### src/rtl/lift_pkg.sv
// Shared definitions for the lift controller: floor-count defaults, the
// direction encoding shared with the lift FSM, the scheduler state enum and the
// SCAN priority-search helpers.
package lift_pkg;

    localparam int unsigned NUM_FLOORS = 9;
    localparam int unsigned FLOOR_W    = 4;

    // Movement encoding, shared with the lift FSM.
    localparam logic [1:0] DIR_IDLE = 2'd0;
    localparam logic [1:0] DIR_UP   = 2'd1;
    localparam logic [1:0] DIR_DOWN = 2'd2;

    // Search helpers work on a fixed maximum width; callers zero-extend.
    localparam int unsigned MAX_FLOORS = 32;
    localparam int unsigned MAX_W      = 5;

    typedef enum logic [1:0] {
        S_IDLE,
        S_UP,
        S_DOWN
    } state_e;

    typedef struct packed {
        logic             found;
        logic [MAX_W-1:0] idx;
    } search_t;

    // Lowest set bit strictly above cur.
    function automatic search_t lowest_above(input logic [MAX_FLOORS-1:0] req,
                                             input logic [MAX_W-1:0]      cur);
        search_t res;
        res.found = 1'b0;
        res.idx   = '0;
        for (int i = 0; i < MAX_FLOORS; i++) begin
            if (!res.found && req[i] && (MAX_W'(i) > cur)) begin
                res.found = 1'b1;
                res.idx   = MAX_W'(i);
            end
        end
        return res;
    endfunction

    // Highest set bit strictly below cur.
    function automatic search_t highest_below(input logic [MAX_FLOORS-1:0] req,
                                              input logic [MAX_W-1:0]      cur);
        search_t res;
        res.found = 1'b0;
        res.idx   = '0;
        for (int i = 0; i < MAX_FLOORS; i++) begin
            if (req[i] && (MAX_W'(i) < cur)) begin
                res.found = 1'b1;
                res.idx   = MAX_W'(i);
            end
        end
        return res;
    endfunction

endpackage

### src/rtl/key_debounce.sv
// Pushbutton conditioning: 2-FF synchroniser, stability counter and a one-cycle
// press pulse on each accepted released->pressed (1->0) level change.
// Ports:
//   clk_i        system clock
//   rst_i        asynchronous active-high reset
//   key_i        raw active-low key
//   press_evt_o  one-cycle pulse per debounced press
module key_debounce #(
    parameter int unsigned DEBOUNCE_CYCLES = 1000000
) (
    input  logic clk_i,
    input  logic rst_i,
    input  logic key_i,
    output logic press_evt_o
);

    localparam int unsigned CntW = (DEBOUNCE_CYCLES > 1) ? $clog2(DEBOUNCE_CYCLES) : 1;

    logic            key_s1_q, key_s2_q;
    logic            level_q, level_d;
    logic [CntW-1:0] cnt_q, cnt_d;
    logic            press_q, press_d;

    always_comb begin
        level_d = level_q;
        cnt_d   = '0;
        press_d = 1'b0;
        if (key_s2_q != level_q) begin
            if (cnt_q == CntW'(DEBOUNCE_CYCLES - 1)) begin
                level_d = ~level_q;
                // Only the released->pressed edge is an event.
                press_d = level_q;
            end else begin
                cnt_d = cnt_q + 1'b1;
            end
        end
    end

    // Synchroniser resets to the released level so reset never looks like a press.
    always_ff @(posedge clk_i or posedge rst_i) begin
        if (rst_i) begin
            key_s1_q <= 1'b1;
            key_s2_q <= 1'b1;
            level_q  <= 1'b1;
            cnt_q    <= '0;
            press_q  <= 1'b0;
        end else begin
            key_s1_q <= key_i;
            key_s2_q <= key_s1_q;
            level_q  <= level_d;
            cnt_q    <= cnt_d;
            press_q  <= press_d;
        end
    end

    assign press_evt_o = press_q;

endmodule

### src/rtl/lift_request_scheduler.sv
// Lift request scheduler: captures debounced one-hot floor requests into a
// pending bitmap, clears them as the lift services floors, and picks the next
// target with a SCAN (keep-direction) policy.
// Ports:
//   CLOCK_50, Reset         clock, asynchronous active-high reset
//   SW, KEY0                raw one-hot floor switches, raw active-low request key
//   cur_floor, at_floor     lift position and doors-open-at-floor status
//   pending                 outstanding request bitmap
//   target_floor/valid      next floor to serve
//   direction               0 idle, 1 up, 2 down
//   req_accept, req_reject  one-cycle request outcome pulses
module lift_request_scheduler
    import lift_pkg::*;
#(
    parameter int unsigned NUM_FLOORS      = lift_pkg::NUM_FLOORS,
    parameter int unsigned FLOOR_W         = lift_pkg::FLOOR_W,
    parameter int unsigned DEBOUNCE_CYCLES = 1000000
) (
    input  logic                  CLOCK_50,
    input  logic                  Reset,
    input  logic [NUM_FLOORS-1:0] SW,
    input  logic                  KEY0,
    input  logic [FLOOR_W-1:0]    cur_floor,
    input  logic                  at_floor,
    output logic [NUM_FLOORS-1:0] pending,
    output logic [FLOOR_W-1:0]    target_floor,
    output logic                  target_valid,
    output logic [1:0]            direction,
    output logic                  req_accept,
    output logic                  req_reject
);

    logic                  press_evt;
    logic [NUM_FLOORS-1:0] sw_s1_q, sw_s2_q;
    logic [NUM_FLOORS-1:0] pending_q, pending_d;
    logic [NUM_FLOORS-1:0] set_mask, clr_mask;
    logic                  sw_onehot, fault;
    logic                  accept_q, accept_d, reject_q, reject_d;
    state_e                state_q, state_d;
    logic [FLOOR_W-1:0]    target_q, target_d;
    logic                  valid_q, valid_d;
    logic [1:0]            dir_q, dir_d;
    search_t               up_s, down_s;

    key_debounce #(
        .DEBOUNCE_CYCLES(DEBOUNCE_CYCLES)
    ) u_key_debounce (
        .clk_i      (CLOCK_50),
        .rst_i      (Reset),
        .key_i      (KEY0),
        .press_evt_o(press_evt)
    );

    assign fault     = (32'(cur_floor) >= NUM_FLOORS);
    assign sw_onehot = (sw_s2_q != '0) && ((sw_s2_q & (sw_s2_q - NUM_FLOORS'(1))) == '0);

    assign up_s   = lowest_above(MAX_FLOORS'(pending_q), MAX_W'(cur_floor));
    assign down_s = highest_below(MAX_FLOORS'(pending_q), MAX_W'(cur_floor));

    // Request capture and service; a clear beats a set of the same bit.
    always_comb begin
        set_mask = '0;
        clr_mask = '0;
        accept_d = 1'b0;
        reject_d = 1'b0;
        if (press_evt) begin
            if (sw_onehot) begin
                set_mask = sw_s2_q;
                accept_d = 1'b1;
            end else begin
                reject_d = 1'b1;
            end
        end
        if (at_floor && !fault) begin
            clr_mask = NUM_FLOORS'(1) << cur_floor;
        end
        pending_d = (pending_q | set_mask) & ~clr_mask;
    end

    always_comb begin
        state_d = state_q;
        if (fault) begin
            state_d = S_IDLE;
        end else begin
            case (state_q)
                S_IDLE: begin
                    if (up_s.found)        state_d = S_UP;
                    else if (down_s.found) state_d = S_DOWN;
                end
                S_UP: begin
                    if (!up_s.found) state_d = down_s.found ? S_DOWN : S_IDLE;
                end
                S_DOWN: begin
                    if (!down_s.found) state_d = up_s.found ? S_UP : S_IDLE;
                end
                default: state_d = S_IDLE;
            endcase
        end
    end

    // Target outputs follow the registered state. Validity tracks the search
    // result so a stale state never advertises a floor with no request.
    always_comb begin
        target_d = cur_floor;
        dir_d    = DIR_IDLE;
        valid_d  = 1'b0;
        if (!fault) begin
            case (state_q)
                S_UP: begin
                    dir_d   = DIR_UP;
                    valid_d = up_s.found;
                    if (up_s.found) target_d = FLOOR_W'(up_s.idx);
                end
                S_DOWN: begin
                    dir_d   = DIR_DOWN;
                    valid_d = down_s.found;
                    if (down_s.found) target_d = FLOOR_W'(down_s.idx);
                end
                default: ;
            endcase
        end
    end

    always_ff @(posedge CLOCK_50 or posedge Reset) begin
        if (Reset) begin
            sw_s1_q   <= '0;
            sw_s2_q   <= '0;
            pending_q <= '0;
            accept_q  <= 1'b0;
            reject_q  <= 1'b0;
            state_q   <= S_IDLE;
            target_q  <= '0;
            valid_q   <= 1'b0;
            dir_q     <= DIR_IDLE;
        end else begin
            sw_s1_q   <= SW;
            sw_s2_q   <= sw_s1_q;
            pending_q <= pending_d;
            accept_q  <= accept_d;
            reject_q  <= reject_d;
            state_q   <= state_d;
            target_q  <= target_d;
            valid_q   <= valid_d;
            dir_q     <= dir_d;
        end
    end

    assign pending      = pending_q;
    assign req_accept   = accept_q;
    assign req_reject   = reject_q;
    assign target_floor = target_q;
    assign target_valid = valid_q;
    assign direction    = dir_q;

endmodule

### config.mk
export PLATFORM = sky130hd
export DESIGN_NAME = lift_request_scheduler
export DESIGN_NICKNAME = d
export VERILOG_FILES = /design/src/rtl/lift_pkg.sv /design/src/rtl/key_debounce.sv /design/src/rtl/lift_request_scheduler.sv
export SDC_FILE = /design/constraint.sdc
export NUM_CORES = 1
export LEC_CHECK = 0
export CORE_ASPECT_RATIO = 1.4
export CORE_MARGIN = 3
export CORE_UTILIZATION = 56
export CTS_CLUSTER_DIAMETER = 30
export DETAILED_ROUTE_END_ITERATION = 7
export HOLD_SLACK_MARGIN = 0.15
export PLACE_DENSITY = 0.79
export SLEW_MARGIN = 20
export SYNTH_ARGS = -nofsm -noshare
export SYNTH_HDL_FRONTEND = slang
export SYNTH_SLANG_ARGS = --single-unit
export TNS_END_PERCENT = 1
### constraint.sdc
create_clock -name CLOCK_50 -period 3.3 [get_ports CLOCK_50]
set_clock_uncertainty 0.2 [all_clocks]
set_input_delay 0.99 -clock CLOCK_50 [delete_from_list [all_inputs] [get_ports CLOCK_50]]
set_output_delay 0.99 -clock CLOCK_50 [all_outputs]
set_load 0.02 [all_outputs]
### Yosys cells after proc, flatten, opt, wreduce, memory -nomap -nowiden

Cells that the tools add are included.
Widths: inputs -> output; s select.

| word-level totals | value |
|---|---|
| register bits after elaboration | 62 |
| latch bits | 0 |
| memory bits (writable) | 0 |
| memory bits (read-only) | 0 |
| output and inout bits | 18 |
| memories kept | 0 |

| operators by class | value |
|---|---|
| add/sub/neg operators | 2 |
| $mul | 0 |
| divide/modulo/power cells | 0 |
| order comparisons | 18 |
| equality and inequality tests | 7 |
| shift-type cells | 1 |
| muxes and demuxes | 44 |
| bitwise operators | 5 |
| reductions and logical operators | 39 |

Operator list:

| operator | number |
|---|---|
| $mux 6 | 17 |
| $mux 20 | 2 |
| $mux 9 | 3 |
| $logic_and 1x1->1 | 26 |
| $add 20x1->20 const B | 1 |
| $eq 20x20->1 const B | 1 |
| $and 9x9->9 | 2 |
| $gt 3x4->1 const A | 4 |
| $lt 3x4->1 const A | 4 |
| $mux 2 | 7 |
| $mux 4 | 3 |
| $logic_not 9->1 | 1 |
| $not 9->9 | 1 |
| $or 9x9->9 | 1 |
| $reduce_bool 9->1 | 1 |
| $shl 1x4->9 const A | 1 |
| $sub 9x1->9 const B | 1 |
| $gt 2x4->1 const A | 2 |
| $logic_not 1->1 | 8 |
| $lt 1x4->1 const A | 2 |
| $lt 2x4->1 const A | 2 |
| $mux 1 | 8 |
| $pmux 4 s2 | 1 |
| $ne 3x3->1 const B | 2 |
| other kinds (15) | 15 |

### Logic depth before layout (Yosys ltp)

Gate-level depths: netlist of the first run.

| depth | value |
|---|---|
| depth in word-level cells | 35 |
| depth in mapped cells | 8 |

### Hierarchy

A second synthesis of the first run with hierarchy kept.

| unflattened totals | value |
|---|---|
| cell total of the unflattened synthesis | 303 |
| area, all modules | 3101.7 µm² |

Modules (own cells, without submodules):

| module | instances | cells each | area an instance (µm²) |
|---|---|---|---|
| lift_request_scheduler | 1 | 195 | 1909.3 |
| key_debounce | 1 | 108 | 1192.4 |

### Worst setup path after synthesis of the first run

OpenSTA, ideal clock, no wires.

| timing path | value |
|---|---|
| path type | input to register |
| start point | input port cur_floor[2] |
| end point | register state_q[0] |
| setup time | 87 ps |
| data arrival time | 2507 ps |
| data required time | 3013 ps |
| slack | 507 ps |
| cell stages on the path | 7 |
| path buffers | 1 |
| path through | buf_4 -> a21boi_0 -> a21oi_1 -> a31oi_1 -> or3_1 -> or4_1 -> o211ai_1 |

| between the ends | value |
|---|---|
| cells in the longest elaborated chain, start to end | 35 |
| elaborated cells on any way between the ends | 75 |

Ends and longest elaborated chain:

| item | line | text |
|---|---|---|
| start, declared | lift_request_scheduler.sv:23 | `input logic [FLOOR_W-1:0] cur_floor,` |
| $gt 1x4->1 | lift_pkg.sv:36 | `if (!res.found && req[i] && (MAX_W'(i) > cur)) begin` |
| $logic_and 1x1->1 | lift_pkg.sv:36 |  |
| $mux 6 | lift_pkg.sv:36 |  |
| $logic_not 1->1 | lift_pkg.sv:36 |  |
| $logic_and 1x1->1 (2 in series) | lift_pkg.sv:36 |  |
| $mux 6 | lift_pkg.sv:36 |  |
| $logic_not 1->1 | lift_pkg.sv:36 |  |
| $logic_and 1x1->1 (2 in series) | lift_pkg.sv:36 |  |
| (+16 left out) | - |  |
| $mux 6 | lift_pkg.sv:36 |  |
| $logic_not 1->1 | lift_pkg.sv:36 |  |
| $logic_and 1x1->1 (2 in series) | lift_pkg.sv:36 |  |
| $mux 6 | lift_pkg.sv:36 |  |
| $mux 1 | lift_request_scheduler.sv:94 | `if (!down_s.found) state_d = up_s.found ? S_UP : S_IDLE;` |
| $mux 2 | lift_request_scheduler.sv:94 |  |
| $pmux 2 s3 | lift_request_scheduler.sv:85 | `case (state_q)` |
| $mux 2 | lift_request_scheduler.sv:82 | `if (fault) begin` |
| end signal, assigned | lift_request_scheduler.sv:141 | `state_q <= state_d;` |
| end, declared | lift_request_scheduler.sv:39 | `state_e state_q, state_d;` |

Several ways; a longest one is shown, not always the timed one. The select of a mux whose other input is x is not followed.
A chain may end at the register's enable or synchronous reset.

### Final worst setup path of the first run

Same ends and word-level chain as after synthesis.

==> results of run 1 <==
-- through the flow --
step	cell area, um2	instances	setup TNS, ns	util [%]
detailed placement	3530	409	-0.00774	67.0
finish	3750	425	0	71.1
global route	3750	425	0	71.1
floorplan	3120	308	0	-
global placement	3530	409	0	67.0
CTS	3750	425	0	71.1
-- cell usage after synthesis, types with 4 or more instances --
cell,count
dfrtp_1,59
nor2_1,30
nand2_1,23
a21oi_1,19
nand3_1,16
a41oi_1,14
o21ai_0,14
inv_1,12
xnor2_1,12
nor3_1,11
a31oi_1,7
or3_1,7
clkbuf_8,6
ha_1,6
clkbuf_1,5
and3_1,4
and4_1,4
nor2b_1,4
-- critical path: cells and delay by family --
family / cells / cell delay, ns
AOI/OAI and AO/OA: 2 / 0.19
and+or+nand+nor: 3 / 1.10
buffers and inverters: 2 / 0.74
-- how the worst max path moves through the flow --
stage | startpoint | end | slack [ns] | cells past startpoint
2_1_floorplan | cur_floor[2] | state_q[0] | 0.51 | 7
3_3_place_gp | cur_floor[1] | state_q[0] | 0.03 | 8
3_5_place_dp | cur_floor[2] | state_q[0] | -0.008 | 7
4_1_cts | cur_floor[2] | state_q[0] | 0.35 | 7
5_1_grt | cur_floor[1] | target_floor[0] | 0.21 | 9
6_report | cur_floor[2] | state_q[0] | 0.32 | 7
-- power by group through the flow --
stage | sequential [mW] | combinational (mW) | clock [mW]
5_1_grt | 0.929 | 0.698 | 0.769
2_1_floorplan | 0.965 | 0.347 | 0
4_1_cts | 0.915 | 0.635 | 0.730
3_3_place_gp | 0.926 | 0.611 | 0
3_5_place_dp | 0.927 | 0.630 | 0
6_report | 0.916 | 0.636 | 0.717
-- metal layers --
layer	vias to the layer above	share of wire, %	global-route usage [%]
met1	1207	40	23.8
li1	1214	-	-
met4	0	4.0	14.0
met5	-	0	0
met2	97	52	37.3
met3	31	4.7	4.39
-- cell families (layout without fill, tap and decap cells) --
family / count (synthesis) / after routing
AND/OR/NAND/NOR: 116 / 116
multiplexers: 4 / 4
adder cells (fa/ha/maj): 6 / 6
buffers and inverters: 26 / 77
flip-flops: 62 / 62
XOR/XNOR: 15 / 15
AO/OA/AOI/OAI: 79 / 79
-- final cells by class --
type                            instances  area share (%)
Tap cell                               66            2.20
Multi-Input combinational cell        220            36.9
Clock buffer                           12            3.87
Timing Repair Buffer                   49            12.4
Sequential cell                        62            41.5
Clock inverter                          4            1.87
Inverter                               12            1.20
-- flip-flops by register name, indices dropped and copies added (netlist names), 2 cells and up --
name and flops:
sw_s2_q 9, target_floor 4, sw_s1_q 9, pending 9
state_q 2, u_key_debounce.cnt_q 20, direction 2
==> run_results.csv, run 1 <==
group,metric,value,unit
floorplan,chipHeight,94.3,um
status,status,"finished clean",
sta,finalCritPeriodShare,90.2,%
place,pre_cts_ws,-0.00774,ns
drt,drt_first_pass_iters,4,
drt,ant_nets,0,
setup_path,crit_fanout,15,
yosys,syn_area,3120,um2
sta,period_minus_slack,2.98,ns
grt,grt_overflow,0,
yosys,synth_cell_types,53,
setup_path,timing.rr.end,"pending[6]",
power_and_ir_drop,combPwrFrac,28.0,%
yosys,synth-seq-cells,62,
drt,vias,2549,
final_layout,area_delta_synth_final,20.3,%
final_layout,final_cell_mix,"dfrtp_1, clkdlybuf4s50_1, nor2_1, nand2_1, a21oi_1",
grt,antenna_found_initial,0,
setup_path,slowest_stage,"clkdlybuf4s50_1",
setup_path,cp_data_required_time,3.35,ns
clock_network,clock_sinks,62,
floorplan,fp.dieArea,6510,um2
sta,drv_slew,0,
final_layout,multi_input_area,1390,um2
job,maxCapViolations,0,
yosys,synth.largest_area_cell,"dfrtp_1",
power_and_ir_drop,internal_power,1.57,mW
yosys,synthXorXnorAreaFrac,4.22,%
clock_network,clock_latency,0.33,ns
yosys,synth_top_family_by_area,"simple AND/OR/NAND/NOR gates",
final_layout,layout-drive-gt1-share,10.9,%
power_and_ir_drop,clockPowerShare,31.6,%
sta,hold_viol,0,
setup_path,cp.arrival,3.03,ns
yosys,synthTopCellsByArea,"dfrtp_1, a41oi_1, nor2_1",
grt,grt_usage,21.5,%
sta,setup_viol,0,
clock_network,numCtsBuffers,9,
clock_network,cts_tree,"built",
sta,worst_slack,0.323,ns
setup_path,regToRegStartpoint,"sw_s2_q[0]",
power_and_ir_drop,pwr-share-seq,40.4,%
drt,wirelength,6460,um
setup_path,cp_cell_sequence,"clkdlybuf4s50_1, buf_4, nand2b_1, a31oi_1, or3_1, or4_1, o211ai_1",
grt,grt_pass1_wl,11200,um
power_and_ir_drop,irDropWorstVdd,361,uV
sta,max-slew-margin-rel,57.7,%
worst_hold_path,hold_depth,0,
yosys,syn_inst,308,
yosys,ys_async_sr_fraction,100,%
setup_path,rr_worst_depth,6,
drt,drt_iter0_markers,159,
power_and_ir_drop,switchingPower,0.701,mW
sta,tightest_slew,0.633,ns
setup_path,cp-start-kind,"primary input",
final_layout,nets,377,
drt,vias_per_cell,6.00,
clock_network,cts-root-buf,"clkbuf_8",
clock_network,cts-resized-gates,0,
setup_path,endpoint_kind,"flip-flop",
worst_hold_path,whs_endpoint,"sw_s2_q[2]",
floorplan,num_io_pins,35,
worst_hold_path,hold_path.class,"flip-flop to flip-flop",
yosys,synth.avg_cell_area,10.1,um2
sta,hold_ws,0.148,ns
clock_network,postCtsSetupBuffers,0,
yosys,muxShareOfSynthArea,1.49,%
drt,drc,0,
floorplan,die_w,69.1,um
setup_path,r2r_setup_slack,0.70,ns
power_and_ir_drop,p_per_area,605,nW/um2
place,dp_hpwl,4570,um
floorplan,initial_core_util,59.1,%
yosys,synth-simple-area-share,18.9,%
final_layout,n_antenna_cell,0,
clock_network,htreeDepth,3,
setup_path,critical_path_class,"primary input to flip-flop",
setup_path,max_stage_delay,0.52,ns
yosys,synth_top_cell_area_share,47.4,%
power_and_ir_drop,p_leak,1.55,nW
floorplan,core_area,5280,um2
final_layout,regArea,1560,um2
place,place.gp.congestion,0.883,
clock_network,clock_path_buffers,2,
final_layout,mostFrequentLayoutCell,"dfrtp_1",
yosys,synth.net_count,331,
yosys,synth-adder-area-share,2.41,%
floorplan,rows,31,
worst_hold_path,hp-start,"sw_s1_q[2]",
sta,max_freq,336,MHz
final_layout,fill_cells,407,
yosys,synth-compound-area-share,17.5,%
clock_network,hold_buffers,0,
drt,wl_per_cell,15.2,um
clock_network,clkTransAtPathRegs,0.07,ns
place,port-buffer-count,34,
yosys,synth_edf_count,0,
yosys,ys.flop_type,"dfrtp_1",
yosys,yosys_warnings,0,
grt,grt_pass1_vias,2582,
grt,grt_max_degree,42,
sta,rsz0062_at_grt,"no",
yosys,seq_area_frac_synth,49.9,%
power_and_ir_drop,p_total,2.27,mW
power_and_ir_drop,switching_share,30.9,%
Power figures use the tool's default switching activity.
==> run 2, diff against run 1 <==
--- a/config.mk
+++ b/config.mk
@@ -12,7 +12,6 @@
 export DETAILED_ROUTE_END_ITERATION = 7
 export HOLD_SLACK_MARGIN = 0.15
 export PLACE_DENSITY = 0.79
-export SLEW_MARGIN = 20
 export SYNTH_ARGS = -nofsm -noshare
 export SYNTH_HDL_FRONTEND = slang
 export SYNTH_SLANG_ARGS = --single-unit
==> results of run 2 <==
Same layout as run 1: the final DEF is identical, and so are final timing and power.
==> run 3, diff against run 2 <==
--- a/config.mk
+++ b/config.mk
@@ -7,11 +7,12 @@
 export LEC_CHECK = 0
 export CORE_ASPECT_RATIO = 1.4
 export CORE_MARGIN = 3
-export CORE_UTILIZATION = 56
+export CORE_UTILIZATION = 55
 export CTS_CLUSTER_DIAMETER = 30
 export DETAILED_ROUTE_END_ITERATION = 7
+export GPL_TIMING_DRIVEN = 1
 export HOLD_SLACK_MARGIN = 0.15
-export PLACE_DENSITY = 0.79
+export PLACE_DENSITY = 0.78
 export SYNTH_ARGS = -nofsm -noshare
 export SYNTH_HDL_FRONTEND = slang
 export SYNTH_SLANG_ARGS = --single-unit
==> run 3 against run 2 <==
Effect of this change: sequential cell count stayed put; global-route usage is 0.50 points higher; non-clock buffer count is 5 higher; combinational power is 1% higher; cell count is 1.2% higher; register-to-register slack hardly changed; via count is 1.2% higher; total power is 5.2% higher; final area is 2.0% higher; die area is 1.7% higher; largest cell class unchanged; highest routed layer unchanged.
==> run_results.csv, run 3 (synthesis results as in run 1) <==
group,metric,value,unit
drt,wirelength,6810,um
setup_path,critical_path_class,"primary input to flip-flop",
final_layout,final_cell_mix,"dfrtp_1, clkdlybuf4s50_1, nor2_1, nand2_1, a21oi_1",
final_layout,mostFrequentLayoutCell,"dfrtp_1",
sta,hold_ws,0.148,ns
power_and_ir_drop,switchingPower,0.711,mW
drt,ant_nets,0,
place,place.gp.congestion,0.957,
clock_network,htreeDepth,3,
drt,vias,2579,
clock_network,clkTransAtPathRegs,0.07,ns
power_and_ir_drop,p_per_area,624,nW/um2
place,dp_hpwl,4750,um
drt,drc,0,
sta,worst_slack,0.290,ns
setup_path,endpoint_kind,"flip-flop",
drt,vias_per_cell,6.00,
floorplan,fp.dieArea,6620,um2
clock_network,numCtsBuffers,9,
grt,grt_pass1_wl,11500,um
status,status,"finished clean",
sta,rsz0062_at_grt,"no",
drt,wl_per_cell,15.8,um
floorplan,num_io_pins,35,
place,placed_cells_incl_taps,413,
setup_path,cp.arrival,3.06,ns
setup_path,crit_fanout,5,
place,port-buffer-count,34,
clock_network,cts-root-buf,"clkbuf_8",
grt,grt_usage,22.0,%
final_layout,largest_reg_flops,20,
power_and_ir_drop,irDropWorstVdd,404,uV
final_layout,layout-drive-gt1-share,11.8,%
setup_path,cp_data_required_time,3.35,ns
sta,max-slew-margin-rel,58.4,%
floorplan,rows,31,
grt,grt_pass1_vias,2509,
clock_network,clock_sinks,62,
power_and_ir_drop,combPwrFrac,27.0,%
power_and_ir_drop,internal_power,1.67,mW
clock_network,clock_path_buffers,2,
clock_network,cts-resized-gates,0,
grt,grt_max_degree,63,
power_and_ir_drop,pwr-share-seq,38.4,%
floorplan,initial_core_util,58.7,%
floorplan,core_area,5310,um2
drt,drt_first_pass_iters,5,
setup_path,cp-start-kind,"primary input",
final_layout,area_delta_synth_final,22.6,%
clock_network,clock_latency,0.33,ns
final_layout,fill_cells,386,
sta,setup_viol,0,
grt,antenna_found_initial,0,
sta,tightest_slew,0.623,ns
final_layout,top_register,"u_key_debounce.cnt_q",
sta,finalCritPeriodShare,91.2,%
sta,drv_slew,0,
power_and_ir_drop,p_leak,1.59,nW
final_layout,fin_cells,430,
floorplan,die_w,69.6,um
sta,hold_viol,0,
sta,max_freq,332,MHz
drt,drt_iter0_markers,256,
clock_network,cts_tree,"built",
job,maxCapViolations,0,
grt,grt_overflow,0,
worst_hold_path,hold_path.class,"flip-flop to flip-flop",
floorplan,chipHeight,95.1,um
place,pre_cts_ws,-0.0670,ns
sta,period_minus_slack,3.01,ns
power_and_ir_drop,switching_share,29.8,%
final_layout,n_antenna_cell,0,
power_and_ir_drop,clockPowerShare,34.6,%
final_layout,nets,382,
run 3: cell types whose count changed in the layout (fill, tap and decap cells not counted), sizes merged:
| cell | previous run | this run |
|---|---|---|
| buf | 15 | 19 |
| bufinv | 2 | 3 |
| clkbuf | 12 | 13 |
| clkinv | 2 | 0 |
| dlygate4sd3 | 0 | 1 |
run 3: per-layer routing:
metal | global-route usage, % | vias to the layer above | wire, um | share of wire, %
met1 | 25.6 | 1254 | 2750 | 40
li1 | - | 1229 | - | -
met2 | 39.5 | 83 | 3600 | 53
met3 | 4.64 | 13 | 329 | 4.8
met4 | 9.58 | 0 | 125 | 1.8
met5 | 0 | - | 0 | 0
run 3: final timing paths:
check | start | endpoint | slack [ns] | cells past startpoint
hold reg to reg | sw_s1_q[7] | sw_s2_q[7] | 0.15 | 0
max in group asynchronous | Reset | u_key_debounce.level_q | 1.75 | 3
min in group asynchronous | Reset | u_key_debounce.cnt_q[9] | 0.83 | 3
setup reg to reg | sw_s2_q[1] | pending[2] | 0.69 | 6
hold / removal | sw_s1_q[7] | sw_s2_q[7] | 0.15 | 0
setup / recovery | cur_floor[2] | state_q[0] | 0.29 | 7
run 3: critical path: stages:
cell and delay (ns):
clkdlybuf4s50_1 0.53, a21boi_0 0.15, a21oi_1 0.20, a31oi_1 0.13
or3_1 0.46, or4_1 0.52, o211ai_1 0.09
run 3: power groups by stage:
stage,logic (mW),registers [mW],clock network (mW)
floorplan,0.347,0.965,0
global placement,0.626,0.927,0
detailed placement,0.638,0.928,0
CTS,0.642,0.916,0.839
global route,0.704,0.927,0.875
finish,0.644,0.916,0.826
run 3: layout make-up:
| type | count | area, um2 | share of cell area [%] |
|---|---|---|---|
| clock buffers | 13 | 159 | 4.16 |
| clock inverters | 3 | 90.1 | 2.36 |
| inverters | 12 | 45.0 | 1.18 |
| multi-input cells | 220 | 1390 | 36.2 |
| flip-flops and latches | 62 | 1560 | 40.7 |
| well taps | 66 | 82.6 | 2.16 |
| repair buffers | 54 | 505 | 13.2 |
run 3: what timing repair did:
item                       4_1_cts  5_1_grt
hold endpoints to repair         1        0
setup endpoints to repair        0        0
buffers inserted                 0        0
hold buffers                     1        0
run 3: per-stage QoR:
stage / power, mW / util [%] / setup TNS (ns) / area (um2)
2_1_floorplan: 1.31 / - / 0 / 3120
3_3_place_gp: 1.55 / 67.1 / 0 / 3560
3_5_place_dp: 1.57 / 67.1 / -0.0670 / 3560
4_1_cts: 2.40 / 71.9 / 0 / 3820
5_1_grt: 2.51 / 71.9 / 0 / 3820
6_report: 2.39 / 71.9 / 0 / 3820
